<file path="config.mk">
export PLATFORM = sky130hd
export DESIGN_NAME = scan_chain_ctrl
export DESIGN_NICKNAME = d
export VERILOG_FILES = /design/src/rtl/scan_pkg.sv /design/src/rtl/scan_lane.sv /design/src/rtl/scan_chain_ctrl.sv
export SDC_FILE = /design/constraint.sdc
export NUM_CORES = 1
export LEC_CHECK = 0
export CORE_ASPECT_RATIO = 1.1
export CORE_MARGIN = 2
export CORE_UTILIZATION = 48
export CTS_BUF_LIST = sky130_fd_sc_hd__clkbuf_16
export DETAILED_ROUTE_END_ITERATION = 10
export PLACE_DENSITY = 0.79
export RECOVER_POWER = 25
export SETUP_SLACK_MARGIN = 0.05
export SYNTH_ARGS = -nofsm -noshare
export SYNTH_HDL_FRONTEND = slang
export SYNTH_SLANG_ARGS = --single-unit
</file>
<file path="constraint.sdc">
create_clock -name clk -period 1.9 [get_ports clk]
set_input_delay 0.38 -clock clk [delete_from_list [all_inputs] [get_ports clk]]
set_output_delay 0.38 -clock clk [all_outputs]
set_load 0.005 [all_outputs]
</file>
<file path="src/rtl/scan_pkg.sv">
// Shared types and helpers for the scan chain controller.
package scan_pkg;

  typedef enum logic [2:0] {
    StIdle    = 3'd0,
    StCapture = 3'd1,
    StShift   = 3'd2,
    StUpdate  = 3'd3,
    StDone    = 3'd4
  } scan_state_e;

  // Bits per lane; the last lane may carry pad bits above the real chain width.
  function automatic int unsigned seg_len(input int unsigned width, input int unsigned lanes);
    return (width + lanes - 1) / lanes;
  endfunction

endpackage

</file>
<file path="src/rtl/scan_lane.sv">
// One serial lane: SEG-bit shift register with parallel capture load.
module scan_lane #(
  parameter int unsigned SEG = 8
) (
  input  logic           clk,
  input  logic           rst,
  input  logic           capture,
  input  logic           shift,
  input  logic [SEG-1:0] cap_data,
  input  logic           si,
  output logic           so,
  output logic [SEG-1:0] data
);

  logic [SEG-1:0] shreg_q, shreg_d;

  always_comb begin
    shreg_d = shreg_q;
    if (capture) begin
      shreg_d = cap_data;
    end else if (shift) begin
      shreg_d = (shreg_q << 1) | SEG'(si);
    end
  end

  always_ff @(posedge clk) begin
    if (rst) begin
      shreg_q <= '0;
    end else begin
      shreg_q <= shreg_d;
    end
  end

  assign so   = shreg_q[SEG-1];
  assign data = shreg_q;

endmodule

</file>
<file path="src/rtl/scan_chain_ctrl.sv">
// Boundary-scan style chain controller: capture, multi-lane shift, update.
// Define SCAN_PARITY_EN to add a per-lane parity output over shifted-in data.
module scan_chain_ctrl
  import scan_pkg::*;
#(
  parameter int unsigned      WIDTH       = 111,
  parameter int unsigned      LANES       = 1,
  parameter logic [WIDTH-1:0] UPDATE_INIT = '0
) (
  input  logic             clk,
  input  logic             rst,
  input  logic             start,
  input  logic             capture_en,
  input  logic             update_en,
  input  logic [LANES-1:0] si,
  output logic [LANES-1:0] so,
  input  logic [WIDTH-1:0] dut_o,
  output logic [WIDTH-1:0] dut_i,
  output logic             busy,
  output logic             done
`ifdef SCAN_PARITY_EN
  ,
  output logic [LANES-1:0] parity
`endif
);

  localparam int unsigned SEG = seg_len(WIDTH, LANES);
  localparam int unsigned TOT = SEG * LANES;
  localparam int unsigned CW  = $clog2(SEG + 1);
  localparam logic [CW-1:0] CntLast = CW'(SEG - 1);

  scan_state_e      state_q, state_d;
  logic [CW-1:0]    cnt_q, cnt_d;
  logic             upd_q, upd_d;
  logic [WIDTH-1:0] dut_i_q, dut_i_d;
  logic [TOT-1:0]   cap_vec;
  logic [TOT-1:0]   shreg_all;

  always_comb begin
    state_d = state_q;
    cnt_d   = cnt_q;
    upd_d   = upd_q;
    case (state_q)
      StIdle: begin
        if (start) begin
          upd_d   = update_en;
          cnt_d   = '0;
          state_d = capture_en ? StCapture : StShift;
        end
      end
      StCapture: state_d = StShift;
      StShift: begin
        if (cnt_q == CntLast) begin
          cnt_d   = '0;
          state_d = upd_q ? StUpdate : StDone;
        end else begin
          cnt_d = cnt_q + CW'(1);
        end
      end
      StUpdate: state_d = StDone;
      StDone:   state_d = StIdle;
      default:  state_d = StIdle;
    endcase
  end

  // Core inputs only move on the single UPDATE cycle.
  always_comb begin
    dut_i_d = dut_i_q;
    if (state_q == StUpdate) begin
      dut_i_d = shreg_all[WIDTH-1:0];
    end
  end

  always_ff @(posedge clk) begin
    if (rst) begin
      state_q <= StIdle;
      cnt_q   <= '0;
      upd_q   <= 1'b0;
      dut_i_q <= UPDATE_INIT;
    end else begin
      state_q <= state_d;
      cnt_q   <= cnt_d;
      upd_q   <= upd_d;
      dut_i_q <= dut_i_d;
    end
  end

  // Pad bits above WIDTH capture as zero.
  always_comb begin
    cap_vec             = '0;
    cap_vec[WIDTH-1:0]  = dut_o;
  end

  for (genvar k = 0; k < LANES; k++) begin : g_lane
    scan_lane #(
      .SEG(SEG)
    ) u_lane (
      .clk      (clk),
      .rst      (rst),
      .capture  (state_q == StCapture),
      .shift    (state_q == StShift),
      .cap_data (cap_vec[k*SEG +: SEG]),
      .si       (si[k]),
      .so       (so[k]),
      .data     (shreg_all[k*SEG +: SEG])
    );
  end

  if (TOT > WIDTH) begin : g_pad
    logic unused_pad;
    assign unused_pad = ^shreg_all[TOT-1:WIDTH];
  end

`ifdef SCAN_PARITY_EN
  logic [LANES-1:0] par_acc_q, par_acc_d, parity_q;

  always_comb begin
    par_acc_d = par_acc_q;
    if (state_q == StIdle && start) begin
      par_acc_d = '0;
    end else if (state_q == StShift) begin
      par_acc_d = par_acc_q ^ si;
    end
  end

  // Publish on entry to DONE so parity is valid in the same cycle as done.
  always_ff @(posedge clk) begin
    if (rst) begin
      par_acc_q <= '0;
      parity_q  <= '0;
    end else begin
      par_acc_q <= par_acc_d;
      if (state_d == StDone) begin
        parity_q <= par_acc_d;
      end
    end
  end

  assign parity = parity_q;
`endif

  assign dut_i = dut_i_q;
  assign busy  = (state_q != StIdle);
  assign done  = (state_q == StDone);

endmodule
</file>
==> flow_results.org, run 1 <==
** Synthesis
- Synthesis inferred 233 register bits.
- After synthesis, the mean cell area works out to 8.20 um2.
- Dominant cell type by area after synthesis :: sky130_fd_sc_hd__dfxtp_1
- Largest cells by area after synthesis :: sky130_fd_sc_hd__dfxtp_1 (54%), sky130_fd_sc_hd__nand2_1 (15%), sky130_fd_sc_hd__a21oi_1 (13%)
- For this run, the register share of the synthesized area comes to 0.541.
- Synthesis handed over a netlist of 1051 instances.
- Unique cell type count in the Yosys netlist :: 38
- Synthesis produced a netlist with a net count of 1170.
- Proportion of netlist area held by the largest area contributor :: 0.541
- Yosys warning count :: 0
- Post-Syn Area :: 8610 um2

** Pwr
- VDD sags by at most 0.693 mV.
- Of the total power, the share spent switching nets is 0.234.
- PD cells :: between 800 and 900 nW/um2
- Leakage Power :: 3.84 nW
- Of the total power, combinational logic draws 0.092.
- Psw :: 2.36 mW
- Internal power comes to 7.74 mW.
- Relative contribution of sequential cells to total power :: 0.502
- Share of power burned in the clock network :: 0.406

** Global route
- Total congestion overflow after global routing :: 0
- Entering global routing, the biggest net connects 77 pins.
- Global-route wire length before repair :: about 37000 um
- Number of global-route vias before repair :: ~7500
- Initial antenna violation count :: 0
- For this run, the total global-route usage over all layers was measured as 0.230.

** Floorplanning
- 231 I/O pins were placed.
- Core Footprint :: 17700 um2
- The die is 132 um wide.
- FP Rows :: a little over 50
- The initial utilization of the core area, before any placement, comes to 0.487.
- Die Ht :: 145 um
- Floorplan die area :: about 19000 um2

** Status
- Outcome :: finished, final reports clean

** Drt
- Total via count after detailed routing :: 8066
- Detailed-route wire length per cell :: between 15 and 20 um
- The detail route stage leaves a number of antenna-violating nets equal to 0.
- Drt via density :: 5.40
- Total Routed Length :: ~23000 um
- Residual DRC :: 0
- For this run, the detailed router's first-pass iteration total came to 8.
- The detailed router finished its first iteration with ~540 violations.

** Layout
- At the end of the flow the core is filled with cells to 0.673.
- Count of inserted antenna diode cells :: 0
- Relative to the synthesized area, the layout overhead comes to 38.1%.
- After routing the design area is 11900 um2.
- Top library cells by usage in the layout, fill and taps aside :: sky130_fd_sc_hd__nand2_1 (340), sky130_fd_sc_hd__dfxtp_1 (232), sky130_fd_sc_hd__clkdlybuf4s50_1 (227)
- Leaving out fill and tap cells, the most frequent cell in the layout is sky130_fd_sc_hd__nand2_1.
- Fraction of final layout cells with drive strength greater than 1 :: 0.0518
- The layout has 1484 filler cells.
- Layout Cells excl Fill :: 1494
- For this run, the post-layout net count is approximately 1400.

** Worst setup path
- Cell breakdown of the critical path :: clkdlybuf4s50_1
- Largest fanout on the critical path :: 3
- STA puts the critical path data required time at 1520 ps.
- Endpoint class of the critical path :: primary output
- Startpoint of the lowest-slack register-to-register path :: state_q[2]$_SDFFE_PP0P_
- Length in cells of the worst reg-to-reg path :: 7
- Critical path launch point :: g_lane[0].u_lane.data[110]$_SDFFE_PP0P_
- The worst setup path is launched from a flop.
- Cell family with most CP delay :: buffers and inverters
- Crit Reg-Reg Endpoint :: g_lane[0].u_lane.data[49]$_SDFFE_PP0P_
- In this run the worst setup path terminates at so.
- For this run, the slowest stage of the critical path takes 520 ps.
- Kind of critical path :: flop to primary output
- Slowest cell on the critical path :: sky130_fd_sc_hd__clkdlybuf4s50_1
- Data on the critical path arrives at its endpoint at 1380 ps.
- Setup slack on the worst reg-to-reg path comes out at 190 ps.
- In this run the number of cells on the critical path is 1.
- Together, buffers and inverters on the worst path number 1.

** Clock network
- CTS buffer count :: 23
- Root buffer cell :: sky130_fd_sc_hd__clkbuf_16
- CTS built an H-tree with a depth of 1.
- Insertion delay of the later-clocked pin in the worst-skew pair :: approximately 500 ps
- After clock tree synthesis, the clock-pin slew on the worst setup and hold paths is around 60 ps.
- The clock passes through at most 3 buffers.
- TritonCTS clock tree :: yes
- The number of hold buffers added after CTS was 0.
- Sinks on the clock net :: 233

** Run
- Across the run, the number of max-cap violations was 0.

** Placed design
- Number of placed instances, taps included :: 1455
- In this run the tool buffered the top-level ports with 230 buffer cells.
- OpenSTA, run right after detailed placement, puts the worst setup slack at 176 ps.
- Routability-driven placement finished with a final weighted congestion of 0.778.
- Area after DPL :: between 10000 and 15000 um2
- Half-perimeter wire length after placement :: between 10000 and 15000 um

** Timing
- At the pin with the least slew margin, the transition time is 760 ps.
- Minimum setup slack in the final design :: 137 ps
- The final number of hold-violating endpoints was 0.
- Max Slew Vio Count :: 0
- Count of final setup violators :: 0
- Headroom to the max-slew limit came out at 0.493.
- Between clock sinks in the finished design, the worst skew comes to 7.84 ps.
- In the finished design, the share of the clock period the worst path needs comes to 0.928.
- Setup repair after global routing left no endpoint under its margin.
- Derived from the worst setup path, the maximum achievable clock frequency is 0.567 GHz.
- Setup TNS after final layout :: 0 ps
- Clock period minus worst slack :: 1760 ps

** Hold path
- In this run the worst hold path is classified as primary input to flop.
- Launch instance of the worst min-delay path :: rst
==> cell families after synthesis <==
| kind of cell | count (synthesis) | synth area share |
|---|---|---|
| buffers and inverters | 91 | 0.0420 |
| and+or+nand+nor | 376 | 0.174 |
| muxes | 1 | 0.00116 |
| adders and majority gates | 2 | 0.00290 |
| AOI/OAI and AO/OA | 348 | 0.238 |
| DFF | 233 | 0.541 |
==> Yosys cell counts <==
cell type,instances
sky130_fd_sc_hd__a41oi_1,1
sky130_fd_sc_hd__buf_1,4
sky130_fd_sc_hd__nor2b_1,1
sky130_fd_sc_hd__or3_1,2
sky130_fd_sc_hd__a22oi_1,110
sky130_fd_sc_hd__nand3_1,6
sky130_fd_sc_hd__nand2_1,340
sky130_fd_sc_hd__a21oi_2,1
sky130_fd_sc_hd__nor2_2,1
sky130_fd_sc_hd__o21ai_0,1
sky130_fd_sc_hd__nor2_1,8
sky130_fd_sc_hd__or3b_2,1
sky130_fd_sc_hd__nor4b_1,1
sky130_fd_sc_hd__or4_1,1
sky130_fd_sc_hd__a211oi_1,1
sky130_fd_sc_hd__nor3b_1,2
sky130_fd_sc_hd__inv_1,3
sky130_fd_sc_hd__nand3b_1,3
sky130_fd_sc_hd__and2_1,1
sky130_fd_sc_hd__clkbuf_1,68
sky130_fd_sc_hd__or3b_1,1
sky130_fd_sc_hd__o21a_1,1
sky130_fd_sc_hd__dfxtp_1,233
sky130_fd_sc_hd__nor3b_2,1
sky130_fd_sc_hd__nor4_1,1
sky130_fd_sc_hd__o21ba_2,1
sky130_fd_sc_hd__buf_2,16
sky130_fd_sc_hd__a311oi_1,3
sky130_fd_sc_hd__mux2i_1,1
sky130_fd_sc_hd__nand4_1,2
sky130_fd_sc_hd__and4b_1,1
sky130_fd_sc_hd__nand2b_1,1
sky130_fd_sc_hd__o21bai_1,1
sky130_fd_sc_hd__ha_1,2
sky130_fd_sc_hd__a21oi_1,224
sky130_fd_sc_hd__nor3_1,1
sky130_fd_sc_hd__a31oi_1,4
sky130_fd_sc_hd__and3b_1,1
==> layout make-up <==
| cell class | count | area [um2] | share of cell area |
|---|---|---|---|
| Clock buffer | 23 | 576 | 0.0484 |
| Clock inverter | 15 | 91.3 | 0.00768 |
| Inverter | 3 | 11.3 | 0.000946 |
| Multi-Input combinational cell | 727 | 3620 | 0.304 |
| Sequential cell | 233 | 4670 | 0.392 |
| Tap cell | 238 | 298 | 0.0250 |
| Timing Repair Buffer | 255 | 2640 | 0.222 |
==> worst min path at each step <==
| stage | to | cells past startpoint | slack [ps] |
|---|---|---|---|
| after floorplan | dut_i[0]$_SDFFE_PP0N_ | 2 | 440 |
| after global placement | dut_i[108]$_SDFFE_PP0N_ | 2 | 440 |
| after detailed placement | dut_i[100]$_SDFFE_PP0N_ | 2 | 450 |
| after CTS | dut_i[100]$_SDFFE_PP0N_ | 2 | 290 |
| after global routing | dut_i[0]$_SDFFE_PP0N_ | 2 | 320 |
| final | dut_i[2]$_SDFFE_PP0N_ | 2 | 310 |
==> through the flow <==
step / power (mW) / hold slack (ps)
6_report: 10.1 / 307
5_1_grt: 10.5 / 317
4_1_cts: 10.2 / 294
3_5_place_dp: 6.11 / 445
3_3_place_gp: 6.09 / 441
2_1_floorplan: 5.62 / 445
==> power by group through the flow <==
stage	clock (mW)	combinational [mW]	sequential, mW
2_1_floorplan	0	0.461	5.16
3_3_place_gp	0	0.914	5.18
6_report	4.10	0.925	5.08
4_1_cts	4.21	0.929	5.07
5_1_grt	4.39	1.00	5.09
3_5_place_dp	0	0.923	5.18
==> registers in the layout (all words and copies together) (netlist names) <==
signal and flops:
dut_i 111, state_q 3, upd_q 1, g_lane.u_lane.data 111, cnt_q 7
==> what timing repair did <==
action / in CTS / in global routing
endpoints found under the setup margin: 2 / 3
gates resized for setup: 6 / 3
setup buffers: 1 / 0
==> layer usage <==
metal	global-route usage	vias to the layer above	wire length [um]
li1	-	3985	-
met1	0.288	3773	9400
met2	0.401	266	11400
met3	0.0459	42	1560
met4	0.0698	0	548
met5	0	-	0
Power figures use the tool's default switching activity.
==> run 2, diff against run 1 <==
--- a/config.mk
+++ b/config.mk
@@ -6,7 +6,6 @@
 export NUM_CORES = 1
 export LEC_CHECK = 0
 export CORE_ASPECT_RATIO = 1.1
-export CORE_MARGIN = 2
 export CORE_UTILIZATION = 48
 export CTS_BUF_LIST = sky130_fd_sc_hd__clkbuf_16
 export DETAILED_ROUTE_END_ITERATION = 10
==> flow_results.org, run 2 (synthesis results as in run 1) <==
** Global route
- The global-route usage over all layers came to 0.240 (+0.0109).
- Number of global-route vias before repair :: 7487 (-0.21%)
- The pin count of the biggest net entering global routing was 77 (unchanged).
- Initial antenna violation count :: 2 (+2)
- Global-route wire length before repair :: 36300 um (-0.77%)
- The global-route congestion overflow total was 0 (unchanged).

** Timing
- The final count of negative-setup-slack endpoints was 0 (unchanged).
- The final worst clock skew came to 8.57 ps (+0.731 ps).
- Slew at the pin closest to its max-slew limit :: 627 ps (-133 ps)
- Setup repair after global routing missed its margin :: yes
- The maximum frequency from static timing analysis is 0.551 GHz (-2.8%).
- The final max-slew violation count came to 0 (unchanged).
- Part of the cycle the worst path needs :: 0.955 (+0.0268)
- Final Hold Vio Count :: 0 (unchanged)
- The final critical path time including I/O delays and setup was 1810 ps (+50.9 ps).
- Headroom to the max-slew limit :: 0.582 (+0.0887)

** Drt
- The number of detailed-route iterations in the first pass is 5 (-3).
- Remaining number of nets flagged by the antenna check after routing :: 0 (unchanged)
- Drt via density :: 5.40 (about the same)
- Detailed-route wire length per cell :: 15.4 um (+0.36%)
- The number of remaining DRC errors came to 0 (unchanged).
- Total Routed Length :: 23000 um (+0.70%)
- Total via count after detailed routing :: 8098 (+0.40%)
- Iteration-0 DRC Markers :: 513 (-4.6%)

** Worst setup path
- Endpoint class of the critical path :: flop
- Largest fanout on the critical path :: 26 (+23)
- The delay of the slowest cell on the worst path was 380 ps (-140 ps).
- Grouping stages by cell kind, the critical path spends the most delay in buffers and inverters.
- The endpoint arrival time on the critical path is 2230 ps (+850 ps).
- Startpoint Class :: flop
- The data required time at the worst endpoint is 2310 ps (+790 ps).
- The worst setup path is of the flop to flop kind.
- Worst path buffer plus inverter count :: 3 (+2)
- The largest individual stage delay along the critical path comes from the cell sky130_fd_sc_hd__nor3b_4.
- Most common cell on crit path :: sky130_fd_sc_hd__buf_4
- Cell breakdown of the critical path :: buf_4, buf_4, nor3b_4, buf_4, a22oi_1, a21oi_1

** Floorplanning
- The x dimension of the die was 130 um (-1.5%).
- Floorplan die area :: 18500 um2 (-2.9%)
- Effective utilization at floorplan :: 0.489 (+0.00177)
- The area of the core is 17600 um2 (-0.36%).
- The number of top-level pins came to 231 (unchanged).
- FP Rows :: 51 (unchanged)
- The die extent in y was 143 um (-1.4%).

** Pwr
- The overall power after layout came to 10.4 mW (+2.8%).
- The leakage power figure was 3.88 nW (+1.1%).
- The peak ir drop on the vdd network is 0.706 mV (+2.0%).
- The total power per unit cell area was 869 nW/um2 (+2.3%).

** Layout
- Cell area after layout :: 12000 um2 (+0.48%)
- The library cells used most frequently in the layout, excluding fill and tap cells, are sky130_fd_sc_hd__nand2_1 (340), sky130_fd_sc_hd__dfxtp_1 (231), sky130_fd_sc_hd__clkdlybuf4s50_1 (227).
- Count of inserted antenna diode cells :: 0 (unchanged)
- The net count of the finished layout came to 1366 (+0.29%).
- Layout Cells excl Fill :: 1499 (+0.33%)
- The area growth from synthesis to layout is 38.8%.
- Leading cell type in the layout, fill and taps excluded :: sky130_fd_sc_hd__nand2_1
- The fraction of layout cells with a size suffix above 1 is 0.0555 (+0.00376).

** Clock network
- Root buffer cell :: sky130_fd_sc_hd__clkbuf_16
- Clock Pin Slew Worst Setup and Hold Paths :: 60 ps (about the same)
- The number of sinks handled by clock tree synthesis was 233 (unchanged).
- The count of hold-fix buffers inserted at cts came to 0 (unchanged).
- The maximum clock path buffer count came to 3 (unchanged).
- CTS buffer count :: 23 (unchanged)
- Insertion delay of the later-clocked pin in the worst-skew pair :: 500 ps (about the same)
- TritonCTS clock tree :: yes
- The maximum level of the CTS H-tree is 1 (unchanged).

** Placed design
- Port Buffers :: 230 (unchanged)
- The global placement routability congestion was 0.787 (+1.2%).
- The detailed placement HPWL came to 14500 um (-1.4%).
- The post-placement cell area came to 11200 um2 (-0.16%).
- The placed cell count is 1456 (+0.069%).

** Run
- The number of maximum-capacitance violations was 0 (unchanged).

** Hold path
- The min-delay analysis places its worst path in the category primary input to flop.

** Status
- Outcome :: finished, final reports clean
[run 2: final timing paths]
| kind | slack [ps] | to | cells past startpoint | startpoint |
|---|---|---|---|---|
| max | 90 | g_lane[0].u_lane.data[48]$_SDFFE_PP0P_ | 6 | state_q[2]$_SDFFE_PP0P_ |
| min | 250 | upd_q$_SDFFE_PP0P_ | 2 | rst |
| max reg2reg | 90 | g_lane[0].u_lane.data[48]$_SDFFE_PP0P_ | 6 | state_q[2]$_SDFFE_PP0P_ |
| min reg2reg | 450 | dut_i[72]$_SDFFE_PP0N_ | 2 | dut_i[72]$_SDFFE_PP0N_ |
[run 2: layout make-up]
cell class / count / area, um2
flip-flops and latches: 233 / 4670
clock buffers: 23 / 576
multi-input cells: 727 / 3620
well taps: 238 / 298
fillers: 1479 / 5660
inverters: 3 / 11.3
repair buffers: 259 / 2640
clock inverters: 16 / 143
[run 2: worst reg2reg max path, stage by stage (launching register included)]
cell,delay [ps]
sky130_fd_sc_hd__dfxtp_4,340
sky130_fd_sc_hd__buf_4,140
sky130_fd_sc_hd__buf_4,140
sky130_fd_sc_hd__nor3b_4,380
sky130_fd_sc_hd__buf_4,380
sky130_fd_sc_hd__a22oi_1,160
sky130_fd_sc_hd__a21oi_1,190
[run 2: power by group]
part / internal [mW] / switching [mW]
Combinational: 0.430 / 0.491
Sequential: 4.99 / 0.0877
Clock: 2.59 / 1.80
Total: 8.01 / 2.38
[run 2: through the flow]
step	setup WS, ps	hold WS [ps]	util	setup TNS, ps
2_1_floorplan	380	445	-	0
3_3_place_gp	196	442	0.637	0
3_5_place_dp	141	446	0.637	0
4_1_cts	50.3	232	0.679	0
5_1_grt	-9.97	263	0.679	-19.6
6_report	85.6	246	0.679	0
[run 2: repair_timing]
item / 4_1_cts / 5_1_grt
buffers inserted: 4 / 0
gates resized for setup: 8 / 7
pin swaps: 0 / 1
endpoints found under the setup margin: 2 / 34
hold endpoints to repair: 0 / 0
[run 2: layer usage]
metal | track usage | part of all wire | vias up
met1 | 0.297 | 0.41 | 3819
met2 | 0.419 | 0.50 | 244
met3 | 0.0526 | 0.068 | 35
li1 | - | - | 3996
met5 | 0 | 0.0011 | -
met4 | 0.0667 | 0.019 | 4
==> run 3, diff against run 2 <==
--- a/config.mk
+++ b/config.mk
@@ -5,6 +5,7 @@
 export SDC_FILE = /design/constraint.sdc
 export NUM_CORES = 1
 export LEC_CHECK = 0
+export CAP_MARGIN = 15
 export CORE_ASPECT_RATIO = 1.1
 export CORE_UTILIZATION = 48
 export CTS_BUF_LIST = sky130_fd_sc_hd__clkbuf_16
==> results of run 3 <==
Final layout, timing and power as in run 2 (identical DEF).
